===== src/rtl/seq_datapath_if.sv =====
// Instruction handshake bundle between the fetch side (master) and the
// execution core (slave).
interface seq_datapath_if #(
    parameter int DATA_W = 8,
    parameter int IDX_W  = 4
);
    logic              instr_valid;
    logic              instr_ready;
    logic [1:0]        opcode;
    logic [IDX_W-1:0]  rd;
    logic [IDX_W-1:0]  rs;
    logic [DATA_W-1:0] imm;

    modport master (output instr_valid, opcode, rd, rs, imm, input instr_ready);
    modport slave  (input instr_valid, opcode, rd, rs, imm, output instr_ready);
endinterface


===== src/rtl/seq_datapath.sv =====
// Register-transfer execution core: register file, Z accumulator, add/sub unit
// and the IDLE/T0/T1/T2 step sequencer that drives them.
module seq_datapath #(
    parameter int DATA_W   = 8,
    parameter int NUM_REGS = 4,
    parameter int IDX_W    = 4
) (
    input  logic              clock,
    input  logic              clear,
    seq_datapath_if.slave     bus,
    output logic              done,
    output logic              err,
    output logic              carry,
    output logic [DATA_W-1:0] z_value,
    input  logic [IDX_W-1:0]  rd_sel,
    output logic [DATA_W-1:0] rd_data
);
    localparam logic [1:0] OP_LDI  = 2'b00;
    localparam logic [1:0] OP_ADDI = 2'b01;
    localparam logic [1:0] OP_MV   = 2'b10;
    localparam logic [IDX_W:0] NREGS = (IDX_W+1)'(NUM_REGS);

    typedef enum logic [1:0] {S_IDLE, S_T0, S_T1, S_T2} state_t;

    state_t            r_state, w_next;
    logic [1:0]        r_op;
    logic [IDX_W-1:0]  r_rd, r_rs;
    logic [DATA_W-1:0] r_imm, r_z;
    logic              r_carry, r_err;
    logic [DATA_W-1:0] r_regs [NUM_REGS];

    logic              w_accept, w_in_bad, w_wr, w_cout;
    logic [DATA_W-1:0] w_src, w_alu, w_wdata;
    logic [DATA_W:0]   w_sum, w_diff;

    assign w_accept = (r_state == S_IDLE) && bus.instr_valid;
    assign w_in_bad = ({1'b0, bus.rd} >= NREGS) ||
                      ((bus.opcode != OP_LDI) && ({1'b0, bus.rs} >= NREGS));

    always_ff @(posedge clock) begin
        if (!clear) r_state <= S_IDLE;
        else        r_state <= w_next;
    end

    always_comb begin
        w_next          = r_state;
        done            = 1'b0;
        bus.instr_ready = 1'b0;
        case (r_state)
            S_IDLE: begin
                bus.instr_ready = 1'b1;
                if (bus.instr_valid) w_next = (bus.opcode == OP_LDI) ? S_T0 : S_T1;
            end
            S_T0: begin
                done   = 1'b1;
                w_next = S_IDLE;
            end
            S_T1: w_next = S_T2;
            S_T2: begin
                done   = 1'b1;
                w_next = S_IDLE;
            end
            default: w_next = S_IDLE;
        endcase
    end

    // Out-of-range indices simply never match, so reads give 0 and writes vanish.
    always_comb begin
        w_src   = '0;
        rd_data = '0;
        for (int i = 0; i < NUM_REGS; i++) begin
            if (r_rs == IDX_W'(i))   w_src   = r_regs[i];
            if (rd_sel == IDX_W'(i)) rd_data = r_regs[i];
        end
    end

    assign w_sum  = {1'b0, w_src} + {1'b0, r_imm};
    assign w_diff = {1'b0, w_src} - {1'b0, r_imm};
    assign w_cout = (r_op == OP_ADDI) ? w_sum[DATA_W] : w_diff[DATA_W];

    always_comb begin
        case (r_op)
            OP_ADDI: w_alu = w_sum[DATA_W-1:0];
            OP_MV:   w_alu = w_src;
            default: w_alu = w_diff[DATA_W-1:0];
        endcase
    end

    assign w_wr    = (r_state == S_T0) || (r_state == S_T2);
    assign w_wdata = (r_state == S_T0) ? r_imm : r_z;

    always_ff @(posedge clock) begin
        if (!clear) begin
            r_op    <= OP_LDI;
            r_rd    <= '0;
            r_rs    <= '0;
            r_imm   <= '0;
            r_z     <= '0;
            r_carry <= 1'b0;
            r_err   <= 1'b0;
        end else begin
            if (w_accept) begin
                r_op  <= bus.opcode;
                r_rd  <= bus.rd;
                r_rs  <= bus.rs;
                r_imm <= bus.imm;
                if (w_in_bad) r_err <= 1'b1;
            end
            if (r_state == S_T1) begin
                r_z <= w_alu;
                if (r_op != OP_MV) r_carry <= w_cout;
            end
        end
    end

    always_ff @(posedge clock) begin
        for (int i = 0; i < NUM_REGS; i++) begin
            if (!clear)                           r_regs[i] <= '0;
            else if (w_wr && r_rd == IDX_W'(i))   r_regs[i] <= w_wdata;
        end
    end

    assign err     = r_err;
    assign carry   = r_carry;
    assign z_value = r_z;
endmodule


===== src/flat_wrapper.sv =====
// flat-port wrapper written by rule: the top's interface ports become plain ports
module seq_datapath_flat 
#(
    parameter int DATA_W   = 8,
    parameter int NUM_REGS = 4,
    parameter int IDX_W    = 4
)
  (clock, clear, done, err, carry, z_value, rd_sel, rd_data, bus_instr_valid, bus_opcode, bus_rd, bus_rs, bus_imm, bus_instr_ready);
  seq_datapath_if #(.DATA_W(DATA_W), .IDX_W(IDX_W)) bus_i ();
  input  logic clock;
  input  logic clear;
  output logic done;
  output logic err;
  output logic carry;
  output logic [DATA_W-1:0] z_value;
  input  logic [IDX_W-1:0] rd_sel;
  output logic [DATA_W-1:0] rd_data;
  input wire logic [$bits(bus_i.instr_valid)-1:0] bus_instr_valid;
  input wire logic [$bits(bus_i.opcode)-1:0] bus_opcode;
  input wire logic [$bits(bus_i.rd)-1:0] bus_rd;
  input wire logic [$bits(bus_i.rs)-1:0] bus_rs;
  input wire logic [$bits(bus_i.imm)-1:0] bus_imm;
  output wire logic [$bits(bus_i.instr_ready)-1:0] bus_instr_ready;
  assign bus_i.instr_valid = bus_instr_valid;
  assign bus_i.opcode = bus_opcode;
  assign bus_i.rd = bus_rd;
  assign bus_i.rs = bus_rs;
  assign bus_i.imm = bus_imm;
  assign bus_instr_ready = bus_i.instr_ready;
  seq_datapath #(.DATA_W(DATA_W), .NUM_REGS(NUM_REGS), .IDX_W(IDX_W)) u_core (.clock(clock), .clear(clear), .bus(bus_i), .done(done), .err(err), .carry(carry), .z_value(z_value), .rd_sel(rd_sel), .rd_data(rd_data));
endmodule

===== config.mk =====
export PLATFORM = sky130hd
export DESIGN_NAME = seq_datapath_flat
export DESIGN_NICKNAME = d
export VERILOG_FILES = /design/src/rtl/seq_datapath_if.sv /design/src/rtl/seq_datapath.sv /design/src/flat_wrapper.sv
export SDC_FILE = /design/constraint.sdc
export NUM_CORES = 1
export LEC_CHECK = 0
export CAP_MARGIN = 10
export CORE_ASPECT_RATIO = 2
export CORE_UTILIZATION = 35
export CTS_CLUSTER_SIZE = 20
export DETAILED_ROUTE_END_ITERATION = 8
export DONT_BUFFER_PORTS = 1
export PLACE_DENSITY_LB_ADDON = 0.12
export SLEW_MARGIN = 20
export SYNTH_ARGS = -nofsm -noshare
export SYNTH_HDL_FRONTEND = slang
export SYNTH_SLANG_ARGS = --single-unit

===== constraint.sdc =====
create_clock -name clock -period 4.1 [get_ports clock]
set_input_delay 0.205 -clock clock [delete_from_list [all_inputs] [get_ports clock]]
set_output_delay 0.205 -clock clock [all_outputs]
set_load 0.02 [all_outputs]

## After elaboration in Yosys (flattened, before gate mapping)

Memories as Yosys holds them, arrays and structs flattened.
Cells that the tools add are included.

| word-level totals | value |
|---|---|
| RAM bits | 32 |
| bits in registers | 30 |
| memories kept | 1 |
| bits of input ports | 25 |
| word-level logic and storage cells | 83 |
| output and inout port bits | 20 |

| cells by class | value |
|---|---|
| eq/ne operators | 16 |
| mux-type cells | 33 |
| add/subtract/negate cells | 2 |
| magnitude comparators | 2 |
| reduce and logical (&&, ||, !) cells | 17 |
| bitwise gates (word level) | 4 |

Memory list:

| name | words | width | rd ports | clocked after Yosys merged registers in | write ports | RTL line | text |
|---|---|---|---|---|---|---|---|
| u_core.r_regs | 4 | 8 | 4 | 0 | 4 | seq_datapath.sv:30 | `logic [DATA_W-1:0] r_regs [NUM_REGS];` |

Operators by type and width:

| cell | count |
|---|---|
| $mux W8 | 13 |
| $eq A4 B2 Y1 const B | 6 |
| $mux W1 | 16 |
| $pmux W8 S2 | 1 |
| $eq A4 B1 Y1 const B | 3 |
| $logic_not A4 Y1 | 3 |
| $add A8 B8 Y9 | 1 |
| $sub A8 B8 Y9 | 1 |
| $ge A4 B3 Y1 const B | 2 |
| $eq A2 B2 Y1 const B | 3 |
| $logic_and A1 B1 Y1 | 6 |
| $pmux W2 S3 | 1 |
| $eq A2 B1 Y1 const B | 2 |
| $logic_not A2 Y1 | 2 |
| $mux W2 | 2 |
| $ne A2 B2 Y1 const B | 2 |
| $or A1 B1 Y1 | 4 |
| $reduce_and A2 Y1 | 2 |
| $logic_or A1 B1 Y1 | 2 |
| $reduce_bool A2 Y1 | 1 |
| $reduce_or A2 Y1 | 1 |

## Longest topological paths before layout

Gate-level depths: netlist of the first run.

| depth | value |
|---|---|
| word-level depth | 7 |
| mapped depth | 11 |
| depth with buffers taken out | 10 |

## Worst setup path after synthesis of the first run

Ideal clock, no wire load.

| timing path | value |
|---|---|
| path type | flip-flop to flip-flop |
| start point | reg u_core.r_rs[0] |
| end point | reg u_core.r_z[6] (netlist: u_core.z_value[6]) |
| library setup time | 0.124 ns |
| setup slack | 1.483 ns |
| cell stages (with the launch flop) | 11 |
| arrival time | 2.493 ns |
| data required time | 3.976 ns |
| clock period less this slack | 2.617 ns |
| cells stage by stage | dfxtp_1 > buf_4 > mux4_2 > nand2_1 > inv_1 > ha_1 > fa_1 > a221o_1 > mux2i_1 > nor4_1 > a21oi_1 |

| on the way | value |
|---|---|
| longest elaborated chain between the ends | 7 |
| elaborated cells on any way between the ends | 11 |

Ends and longest elaborated chain:

| element | RTL line | text |
|---|---|---|
| from (decl) | seq_datapath.sv:27 | `logic [IDX_W-1:0] r_rd, r_rs;` |
| from (signal assigned) | seq_datapath.sv:105 | `r_rs <= bus.rs;` |
| $logic_not A4 Y1 | seq_datapath.sv:72 | `if (r_rs == IDX_W'(i)) w_src = r_regs[i];` |
| $mux W8 (3 in a row) | seq_datapath.sv:72 |  |
| $mux W8 (*) | seq_datapath.sv:72 |  |
| $sub A8 B8 Y9 / $add A8 B8 Y9 (equally long branches) | seq_datapath.sv:78, seq_datapath.sv:77 |  |
| $pmux W8 S2 (*) | seq_datapath.sv:82 | `case (r_op)` |
| to (signal assigned) | seq_datapath.sv:110 | `r_z <= w_alu;` |
| to (decl) | seq_datapath.sv:28 | `logic [DATA_W-1:0] r_imm, r_z;` |

Every way passes the cells marked *; elsewhere a longest branch is shown, timed or not.
A chain may end at the register's enable or synchronous reset.

## Final worst setup path of the first run

| timing path | value |
|---|---|
| start point | reg u_core.r_rs[0] |
| end point | reg u_core.r_carry (netlist: u_core.carry) |

| on the way | value |
|---|---|
| longest elaborated chain between the ends | 7 |
| elaborated cells on any way between the ends | 11 |

Ends and longest elaborated chain:

| element | RTL line | text |
|---|---|---|
| $logic_not A4 Y1 | seq_datapath.sv:72 |  |
| $mux W8 (3 in a row) | seq_datapath.sv:72 |  |
| $mux W8 (*) | seq_datapath.sv:72 |  |
| $sub A8 B8 Y9 / $add A8 B8 Y9 (equally long branches) | seq_datapath.sv:78, seq_datapath.sv:77 |  |
| $mux W1 (*) | seq_datapath.sv:79 | `assign w_cout = (r_op == OP_ADDI) ? w_sum[DATA_W] : w_diff[DATA_W];` |
| to (signal assigned) | seq_datapath.sv:111 | `if (r_op != OP_MV) r_carry <= w_cout;` |
| to (decl) | seq_datapath.sv:29 | `logic r_carry, r_err;` |

Marks and branches as above.

==> metrics, run 1 <==
transition at the pin with the smallest max-transition slack=around 0.77 ns; category of the worst setup path capture point=flop; CTS root buf=sky130_fd_sc_hd__clkbuf_16; clock network latency to the later pin of the worst-skew pair=about 0.33 ns; number of synthesized flops with an enable pin=32; die width=75.8 um; CP Data Required Time=4.31 ns; number of failing setup endpoints in the final timing report=0; number of diodes=0; smallest hold slack=0.0132 ns; most frequent cell after synthesis=sky130_fd_sc_hd__nor2_1; Cell Area, Synth=3810 um2; RSZ-0062 raised after global routing=no; highest cell delay on the worst timing path=0.67 ns; multiplexer share of the synthesized area=0.0998; post-synthesis to final-layout area growth=13.0%; initial antenna violation count=0; post-synth top area share=0.252; floorplan die area=11300 um2; routed wire length=approximately 11000 um; CTS tree=built; fraction of final layout cells sized beyond drive strength 1=0.103; total number of yosys warnings=0; post-route antenna net violation count=0; detailed-route via count=3046; run status=complete, no violations; Bufs on Longest Clock Path=2; cts bufs inserted=9; arithmetic-cell share of the synthesized area counting full adders, half adders and majority gates=0.0729; final hold violations=0; vias in the first global route=~3200; series of cell instances along the critical path=mux4_2 -> nand2_1 -> inv_1 -> ha_1 -> fa_1 -> a221o_1 -> a211oi_1 -> o311a_1 -> o22ai_1; PostCTS Resize Cnt=0; Simple-Gate Fraction of Synth Area=0.222; Pwr Density=458 nW/um2; detailed-route vias per instance=5.48; gate count of the mapped netlist=~420; Placed Cells incl. Taps=534; Main synth FF type=sky130_fd_sc_hd__edfxtp_1; compound-cell area share of the yosys netlist=0.147; DRT iter0 DRCs=182; overall power=0.00197 W; mean area per synthesized cell=9.16 um2; HP Class=input port to flop; share of the cycle needed by the critical path after routing=0.774; register bit count reported by yosys=62; dominant combinational cell family by area after synthesis=simple AND/OR/NAND/NOR gates; proportion of register bits with asynchronous set or reset after synthesis=0; leading cell types by count after synthesis=62 x sky130_fd_sc_hd__nor2_1, 54 x sky130_fd_sc_hd__nand2_1, 44 x sky130_fd_sc_hd__a21oi_1; count of standard-cell rows=53; type of element launching the critical path=flop; headroom to the max-slew limit=0.482; register area share after synthesis=0.410; Crit-path slowest cell=sky130_fd_sc_hd__dfxtp_1; Unique masters post-synth=57; core footprint=10500 um2; number of standard cells in the final layout excluding fillers=556; Critical Setup Path Class=flop to flop; wire length of the first global-routing pass=17200 um; initial core utilization=0.362; count of max-cap constraint violations=0; post-layout min period=approximately 3.2 ns; Post-CTS Hold Buffers=6; f_max=0.315 GHz; summed negative setup slack over all endpoints=0 ns; leftover overflow at the end of global routing=0; Critical Path AT=roughly 3.4 ns; library cell with the largest summed area after synthesis=sky130_fd_sc_hd__edfxtp_1; H-tree depth=3; Mapped Nets=462; Die H=150 um; worst-path maximum fanout=9; Clock Skew=0.00741 ns; final count of pins violating max slew=0; count of unresolved DRC violations after routing=0; count of buffers inserted at the top-level ports=0; I/O Pins=45; clock-pin transition on the worst setup and hold timing paths=0.06 ns; dominant cells by area after synthesis=sky130_fd_sc_hd__edfxtp_1 25%, sky130_fd_sc_hd__dfxtp_1 16%, sky130_fd_sc_hd__mux4_2 9.5%; routability congestion estimate from global placement=just under 0.9; 1st-pass router iterations=4; share of the synthesized netlist area taken by xor and xnor gates=0.00230; Avg WL per Cell=roughly 20 um; estimated wirelength of the detail-placed design=8610 um; worst supply voltage drop on vdd=about 0.24 mV; leakage power=1.57 nW; largest net degree at the start of global routing=27; Post-layout nets=460; aggregate global-route resource usage=0.217; setup bufs post-CTS=0; clock net sink count=between 60 and 70
-- metrics by stage --
step / cell area [um2] / utilization / setup slack [ns]
6_report: 4310 / 0.409 / 0.928
5_1_grt: 4310 / 0.409 / 0.740
4_1_cts: 4310 / 0.409 / 0.925
3_5_place_dp: 3920 / 0.372 / 0.930
3_3_place_gp: 3920 / 0.372 / 0.959
2_1_floorplan: 3810 / - / 1.48
-- kinds of logic after synthesis --
family	after synthesis
AND/OR/NAND/NOR	177
AO/OA/AOI/OAI	92
flip-flops	62
multiplexers	18
buffers and inverters	45
adder cells (fa/ha/maj)	21
XOR/XNOR	1
-- sequential cells by signal, summed over array words and instances, names as in the netlist --
| signal | cells |
|---|---|
| u_core.r_state | 2 |
| u_core.z_value | 8 |
| u_core.r_op | 2 |
| u_core.r_rd | 4 |
| u_core.r_rs | 4 |
| u_core.err | 1 |
| u_core.r_regs | 32 |
| u_core.carry | 1 |
| u_core.r_imm | 8 |
-- power breakdown --
part	switching (W)	internal [W]
Combinational	0.000241	0.000162
Clock	0.000294	0.000528
Sequential	0.0000572	0.000692
-- metal layers --
metal | routed length [um] | share of wire | up-vias | track usage
li1 | - | - | 1473 | -
met1 | 3670 | 0.34 | 1474 | 0.205
met2 | 6220 | 0.57 | 69 | 0.402
met3 | 348 | 0.032 | 30 | 0.0431
met4 | 643 | 0.059 | 0 | 0.138
met5 | 0 | 0 | - | 0
-- worst paths after layout --
path / cells past startpoint / endpoint / slack (ns) / start
hold reg to reg: 2 / u_core.r_rs[2] / 0.45 / u_core.r_rs[2]
setup / recovery: 9 / u_core.carry / 0.93 / u_core.r_rs[0]
hold / removal: 2 / u_core.r_rs[2] / 0.01 / bus_rs[2]
setup reg to reg: 9 / u_core.carry / 0.93 / u_core.r_rs[0]
-- worst max-delay path, delay by kind of cell, from the launching register on --
family	cells	cell delay, ns
DFF	1	0.67
muxes	1	0.57
AOI/OAI and AO/OA	4	0.98
and+or+nand+nor	1	0.12
adders and majority gates	2	0.64
buffers and inverters	1	0.05
-- placed cells by master (no fill, tap or decap), types with 16 or more instances in the layout --
master and count:
sky130_fd_sc_hd__nor2_1 62, sky130_fd_sc_hd__dfxtp_1 30, sky130_fd_sc_hd__nor2b_1 16, sky130_fd_sc_hd__a21oi_1 44
sky130_fd_sc_hd__nand2_1 54, sky130_fd_sc_hd__inv_1 20, sky130_fd_sc_hd__edfxtp_1 32, sky130_fd_sc_hd__ha_1 19
sky130_fd_sc_hd__o21ai_0 18, sky130_fd_sc_hd__mux4_2 16
-- cell type report --
| cell class | instances | area, um2 |
|---|---|---|
| tap | 137 | 171 |
| inverter | 21 | 78.8 |
| sequential | 62 | 1560 |
| fill | 1062 | 6230 |
| clock inverter | 5 | 62.6 |
| timing repair buffer | 11 | 97.6 |
| multi-input combinational | 309 | 2070 |
| clock buffer | 11 | 264 |
Power figures use the tool's default switching activity.
==> run 2: changes to the inputs <==
==> constraint.sdc (replaced) <==
create_clock -name clock -period 3.2 [get_ports clock]
set_input_delay 0.16 -clock clock [delete_from_list [all_inputs] [get_ports clock]]
set_output_delay 0.16 -clock clock [all_outputs]
set_load 0.02 [all_outputs]
==> run 2 against run 1 <==
  * Cell count is 3.4% higher
  * Largest power group unchanged
  * Die area unchanged
  * Clock skew decreased by 0.0030 ns
  * Sequential power grew 28%
  * Register-to-register slack got worse by 0.75 ns
==> metrics, run 2 (synthesis results as in run 1) <==
run status=complete, no violations; transition at the pin with the smallest max-transition slack=0.690 ns (-0.0820 ns); post-route antenna net violation count=0 (unchanged); summed negative setup slack over all endpoints=0 ns (unchanged); number of diodes=0 (unchanged); Top reg by flops=u_core.r_regs; count of max-cap constraint violations=0 (unchanged); post-synthesis to final-layout area growth=17.1%; estimated wirelength of the detail-placed design=8770 um (+1.8%); worst flop-to-flop path startpoint=u_core.r_rs[0]; leftover overflow at the end of global routing=0 (unchanged); CTS tree=built; Post-CTS Hold Buffers=18 (+12); area taken by multi-input logic gates=2070 um2 (unchanged); count of standard-cell rows=53 (unchanged); aggregate global-route resource usage=0.218 (+0.000681); Largest register FFs=32 (unchanged); largest net degree at the start of global routing=24 (-11%); worst reg-to-reg setup slack=0.18 ns (-0.75 ns); wire length of the first global-routing pass=17500 um (+1.4%); fill count=1039 (-2.2%); setup bufs post-CTS=0 (unchanged); Bufs on Longest Clock Path=2 (unchanged); Pwr Density=559 nW/um2 (+22%); net switching power figure=0.000752 W (+27%); Die H=150 um (unchanged); routability congestion estimate from global placement=0.926 (+4.4%); Post-layout nets=479 (+4.1%); Combinational Power Share=0.223 (+0.019); Critical Path AT=3.21 ns (-0.17 ns); PostCTS Resize Cnt=0 (unchanged); count of buffers inserted at the top-level ports=0 (unchanged); most common cell after layout, fill and taps aside=sky130_fd_sc_hd__nor2_1; headroom to the max-slew limit=0.540 (+0.0578); fraction of final layout cells sized beyond drive strength 1=0.114 (+0.0115); category of the worst setup path capture point=flop; switching power share of the total=0.301 (+0.00149); Clock Skew=0.00439 ns (-0.00302 ns); worst-path maximum fanout=7 (-2); share of power burned in the clock network=0.394 (-0.023); clock net sink count=62 (unchanged); series of cell instances along the critical path=mux4_2 -> and2_1 -> ha_1 -> nand2b_1 -> a221oi_1 -> buf_4 -> nor2_1 -> a31oi_1 -> a41oi_1; endpoint of the most critical register-to-register path=u_core.z_value[5]; clock network latency to the later pin of the worst-skew pair=0.33 ns (about the same); H-tree depth=3 (unchanged); Reg area=1560 um2 (unchanged); Critical path buffers and inverters=1 (unchanged); detailed-route vias per instance=5.37 (-2.0%); logic depth of the worst register-to-register path=9 (unchanged); type of element launching the critical path=flop; hold path start=bus_rs[0]; number of standard cells in the final layout excluding fillers=575 (+3.4%); Crit-path slowest cell=sky130_fd_sc_hd__dfxtp_1; worst supply voltage drop on vdd=0.247 mV (+3.1%); initial core utilization=0.362 (unchanged); start point of the critical path=u_core.r_rs[0]; detailed-route via count=3087 (+1.3%); I/O Pins=45 (unchanged); Worst path top cell family by delay=compound AO/OA/AOI/OAI gates; internal portion of total power=0.00174 W (+26%); Avg WL per Cell=19.3 um (-1.1%); final hold violations=0 (unchanged); highest cell delay on the worst timing path=0.56 ns (-0.11 ns); Reg power frac=0.384 (+0.004); clock-pin transition on the worst setup and hold timing paths=0.05 ns (about the same); Critical Setup Path Class=flop to flop; floorplan die area=11300 um2 (unchanged); HP Class=input port to flop; post-layout min period=3.02 ns (-0.154 ns); Placed Cells incl. Taps=541 (+1.3%); vias in the first global route=3144 (-0.44%); routed wire length=11100 um (+2.2%); DRT iter0 DRCs=146 (-20%); share of the cycle needed by the critical path after routing=0.943 (+0.169); CTS root buf=sky130_fd_sc_hd__clkbuf_16; count of unresolved DRC violations after routing=0 (unchanged); commonest non-fill, non-tap cells in the layout=62 x sky130_fd_sc_hd__nor2_1, 54 x sky130_fd_sc_hd__nand2_1, 44 x sky130_fd_sc_hd__a21oi_1; 1st-pass router iterations=4 (unchanged); cts bufs inserted=9 (unchanged); Hold Path End=u_core.r_rs[0]; Worst Hold Path Cells=2 (unchanged); die width=75.8 um (unchanged); initial antenna violation count=0 (unchanged); RSZ-0062 raised after global routing=no; core footprint=10500 um2 (unchanged); f_max=0.331 GHz (+5.1%); final count of pins violating max slew=0 (unchanged); CP Data Required Time=3.39 ns (-0.92 ns); number of failing setup endpoints in the final timing report=0 (unchanged); leakage power=1.64 nW (+4.6%)
[run 2: cell count changes in the layout (fill, tap and decap cells not counted), sizes merged]
cell / change
dlygate4sd3: +12
inv: -2
clkinvlp: +1
buf: +7
bufinv: -1
clkbuf: +2
[run 2: power groups by stage]
stage	combinational [W]	sequential (W)	clock [W]
floorplan	0.000407	0.000946	0
detailed placement	0.000532	0.000975	0
global route	0.000611	0.000965	0.00104
finish	0.000555	0.000957	0.000982
global placement	0.000525	0.000973	0
CTS	0.000553	0.000958	0.00101
[run 2: area by class of cell]
class	count	area share
well taps	137	0.0384
flip-flops and latches	62	0.350
clock inverters	3	0.00560
inverters	21	0.0177
clock buffers	13	0.0639
repair buffers	30	0.0605
multi-input cells	309	0.464
[run 2: stage by stage]
| step | total power [W] | cell area [um2] | util | setup WS (ns) | hold slack, ns |
|---|---|---|---|---|---|
| final | 0.00249 | 4470 | 0.424 | 0.183 | 0.00469 |
| after global routing | 0.00262 | 4470 | 0.424 | 0.0308 | 0.0125 |
| after CTS | 0.00252 | 4470 | 0.424 | 0.193 | 0.0103 |
| after detailed placement | 0.00151 | 3980 | 0.377 | 0.215 | 0.306 |
| after global placement | 0.00150 | 3980 | 0.377 | 0.218 | 0.303 |
| after floorplan | 0.00135 | 3810 | - | 0.583 | 0.296 |
[run 2: metal layers]
layer  vias to the layer above  wire length, um  global-route usage
met5                         -                0                   0
met4                         0              656               0.139
met3                        28              358              0.0424
met2                        67             6360               0.392
met1                      1487             3750               0.217
li1                       1505                -                   -
[run 2: worst max-delay path by stage]
| stage | to | slack [ns] | cells after the start |
|---|---|---|---|
| final | u_core.z_value[5] | 0.18 | 9 |
| after global routing | u_core.z_value[5] | 0.03 | 8 |
| after CTS | u_core.z_value[5] | 0.19 | 9 |
| after detailed placement | u_core.z_value[5] | 0.22 | 9 |
| after global placement | u_core.z_value[5] | 0.22 | 9 |
| after floorplan | u_core.z_value[6] | 0.58 | 10 |
[run 2: worst reg2reg max path: stages (launching register included)]
cell                       delay (ns)
sky130_fd_sc_hd__dfxtp_1         0.56
sky130_fd_sc_hd__mux4_2          0.54
sky130_fd_sc_hd__and2_1          0.26
sky130_fd_sc_hd__ha_1            0.33
sky130_fd_sc_hd__nand2b_1        0.19
sky130_fd_sc_hd__a221oi_1        0.39
sky130_fd_sc_hd__buf_4           0.21
sky130_fd_sc_hd__nor2_1          0.04
sky130_fd_sc_hd__a31oi_1         0.23
sky130_fd_sc_hd__a41oi_1         0.13
==> run 3: changes to the inputs <==
--- a/config.mk
+++ b/config.mk
@@ -7,7 +7,7 @@
 export LEC_CHECK = 0
 export CAP_MARGIN = 10
 export CORE_ASPECT_RATIO = 2
-export CORE_UTILIZATION = 35
+export CORE_UTILIZATION = 50
 export CTS_CLUSTER_SIZE = 20
 export DETAILED_ROUTE_END_ITERATION = 8
 export DONT_BUFFER_PORTS = 1
==> run 3 against run 2 <==
  * Combinational power fell by 2%
  * Largest power group unchanged
  * Critical path depth did not move
  * Routed wire length fell by 9.5%
==> metrics, run 3 (synthesis results as in run 1) <==
post-route antenna net violation count=0 (unchanged); Bufs on Longest Clock Path=2 (unchanged); setup slack of the critical path after layout=0.249 ns (+0.0667 ns); endpoint of the most critical register-to-register path=u_core.z_value[5]; worst reg-to-reg setup slack=0.25 ns (+0.07 ns); type of element launching the critical path=flop; Post-layout nets=478 (-0.21%); smallest hold slack=0.0172 ns (+0.0125 ns); count of standard-cell rows=44 (-17%); Post-CTS Hold Buffers=18 (unchanged); start point of the critical path=u_core.r_rs[0]; worst setup slack before clock tree synthesis=0.240 ns (+0.0250 ns); post-layout min period=2.95 ns (-0.0667 ns); post-synthesis to final-layout area growth=15.8%; sum of met2 wire segment lengths after detailed routing=5730 um (-9.9%); met3 layer wire length in the routed design=382 um (+6.7%); cts bufs inserted=9 (unchanged); worst setup path endpoint=u_core.z_value[5]; I/O Pins=45 (unchanged); HP Class=input port to flop; final count of pins violating max slew=0 (unchanged); routability congestion estimate from global placement=1.00 (+8.0%); detailed-route vias per instance=5.89 (+9.6%); leakage power=1.65 nW (+0.18%); transition at the pin with the smallest max-transition slack=0.696 ns (+0.00590 ns); f_max=0.339 GHz (+2.3%); headroom to the max-slew limit=0.535 (-0.00489); detailed-route via count=3114 (+0.87%); die width=63.7 um (-16%); number of failing setup endpoints in the final timing report=0 (unchanged); run status=complete, no violations; number of standard cells in the final layout excluding fillers=529 (-8.0%); number of diodes=0 (unchanged); clock-pin transition on the worst setup and hold timing paths=0.06 ns (about the same); count of max-cap constraint violations=0 (unchanged); wire length of the first global-routing pass=16100 um (-7.7%); most common cell after layout, fill and taps aside=sky130_fd_sc_hd__nor2_1; worst-path maximum fanout=7 (unchanged); estimated wirelength of the detail-placed design=7730 um (-12%); largest net degree at the start of global routing=24 (unchanged); Critical Path AT=3.14 ns (-0.07 ns); uppermost layer routed=met4; CP Data Required Time=3.39 ns (about the same); Clock Skew=0.00692 ns (+0.00253 ns); routed wire length=10100 um (-9.5%); setup bufs post-CTS=0 (unchanged); Critical Setup Path Class=flop to flop; fill count=656 (-37%); share of the cycle needed by the critical path after routing=0.922 (-0.0209); category of the worst setup path capture point=flop; Largest register FFs=32 (unchanged); final hold violations=0 (unchanged); count of unresolved DRC violations after routing=0 (unchanged); detailed-route wire length on metal 1=3510 um (-6.5%); RSZ-0062 raised after global routing=no; PostCTS Resize Cnt=0 (unchanged); logic depth of the worst register-to-register path=9 (unchanged); fraction of final layout cells sized beyond drive strength 1=0.112 (-0.00203); Avg WL per Cell=19.0 um (-1.6%); count of buffers inserted at the top-level ports=0 (unchanged); Top reg by flops=u_core.r_regs; overall power=0.00251 W (+0.69%); core footprint=7320 um2 (-31%); vias in the first global route=3155 (+0.35%); worst flop-to-flop path startpoint=u_core.r_rs[0]; summed negative setup slack over all endpoints=0 ns (unchanged); Placed Cells incl. Taps=495 (-8.5%); clock net sink count=62 (unchanged); CTS root buf=sky130_fd_sc_hd__clkbuf_16; aggregate global-route resource usage=0.276 (+0.0579); CTS tree=built; initial antenna violation count=0 (unchanged); leftover overflow at the end of global routing=0 (unchanged); worst supply voltage drop on vdd=0.475 mV (+92%); commonest non-fill, non-tap cells in the layout=62 x sky130_fd_sc_hd__nor2_1, 54 x sky130_fd_sc_hd__nand2_1, 44 x sky130_fd_sc_hd__a21oi_1; Pwr Density=569 nW/um2 (+1.8%); initial core utilization=0.521 (+0.159); 1st-pass router iterations=4 (unchanged); clock network latency to the later pin of the worst-skew pair=0.33 ns (about the same); H-tree depth=3 (unchanged); DRT iter0 DRCs=217 (+49%); floorplan die area=8000 um2 (-29%); Die H=125 um (-16%)
==> run 3: worst min-delay path by stage <==
stage                            endpoint        from  cells after the start
after global placement    u_core.r_imm[0]  bus_imm[0]                      2
after floorplan            u_core.r_rd[2]   bus_rd[2]                      2
after global routing      u_core.r_imm[7]  bus_imm[7]                      2
final                     u_core.r_imm[7]  bus_imm[7]                      2
after detailed placement  u_core.r_imm[2]  bus_imm[2]                      2
after CTS                 u_core.r_imm[7]  bus_imm[7]                      2
==> run 3: stage by stage <==
stage               utilization  cell area, um2
floorplan                     -            3810
global placement          0.534            3910
detailed placement        0.534            3910
CTS                       0.603            4420
global route              0.603            4420
finish                    0.603            4420
==> run 3: power by group <==
group | switching [W] | internal [W]
clock network | 0.000354 | 0.000660
registers | 0.0000672 | 0.000887
logic | 0.000316 | 0.000228
total | 0.000737 | 0.00177
==> run 3: routing by layer <==
metal | vias to the layer above | GRT usage
li1 | 1505 | -
met1 | 1498 | 0.271
met2 | 81 | 0.514
met3 | 30 | 0.0511
met4 | 0 | 0.164
met5 | - | 0
==> run 3: cell type report <==
type / instances / area, um2 / share of cell area
inverters: 21 / 78.8 / 0.0179
flip-flops and latches: 62 / 1560 / 0.354
multi-input cells: 309 / 2070 / 0.470
clock inverters: 3 / 21.3 / 0.00482
well taps: 92 / 115 / 0.0261
clock buffers: 13 / 303 / 0.0686
repair buffers: 29 / 263 / 0.0595
==> run 3: critical path, cell delays in order, from the launching register on <==
cell	delay, ns
sky130_fd_sc_hd__dfxtp_1	0.55
sky130_fd_sc_hd__mux4_2	0.54
sky130_fd_sc_hd__and2_1	0.26
sky130_fd_sc_hd__ha_1	0.33
sky130_fd_sc_hd__nand2b_1	0.18
sky130_fd_sc_hd__a221oi_1	0.36
sky130_fd_sc_hd__buf_4	0.20
sky130_fd_sc_hd__nor2_1	0.04
sky130_fd_sc_hd__a31oi_1	0.22
sky130_fd_sc_hd__a41oi_1	0.14
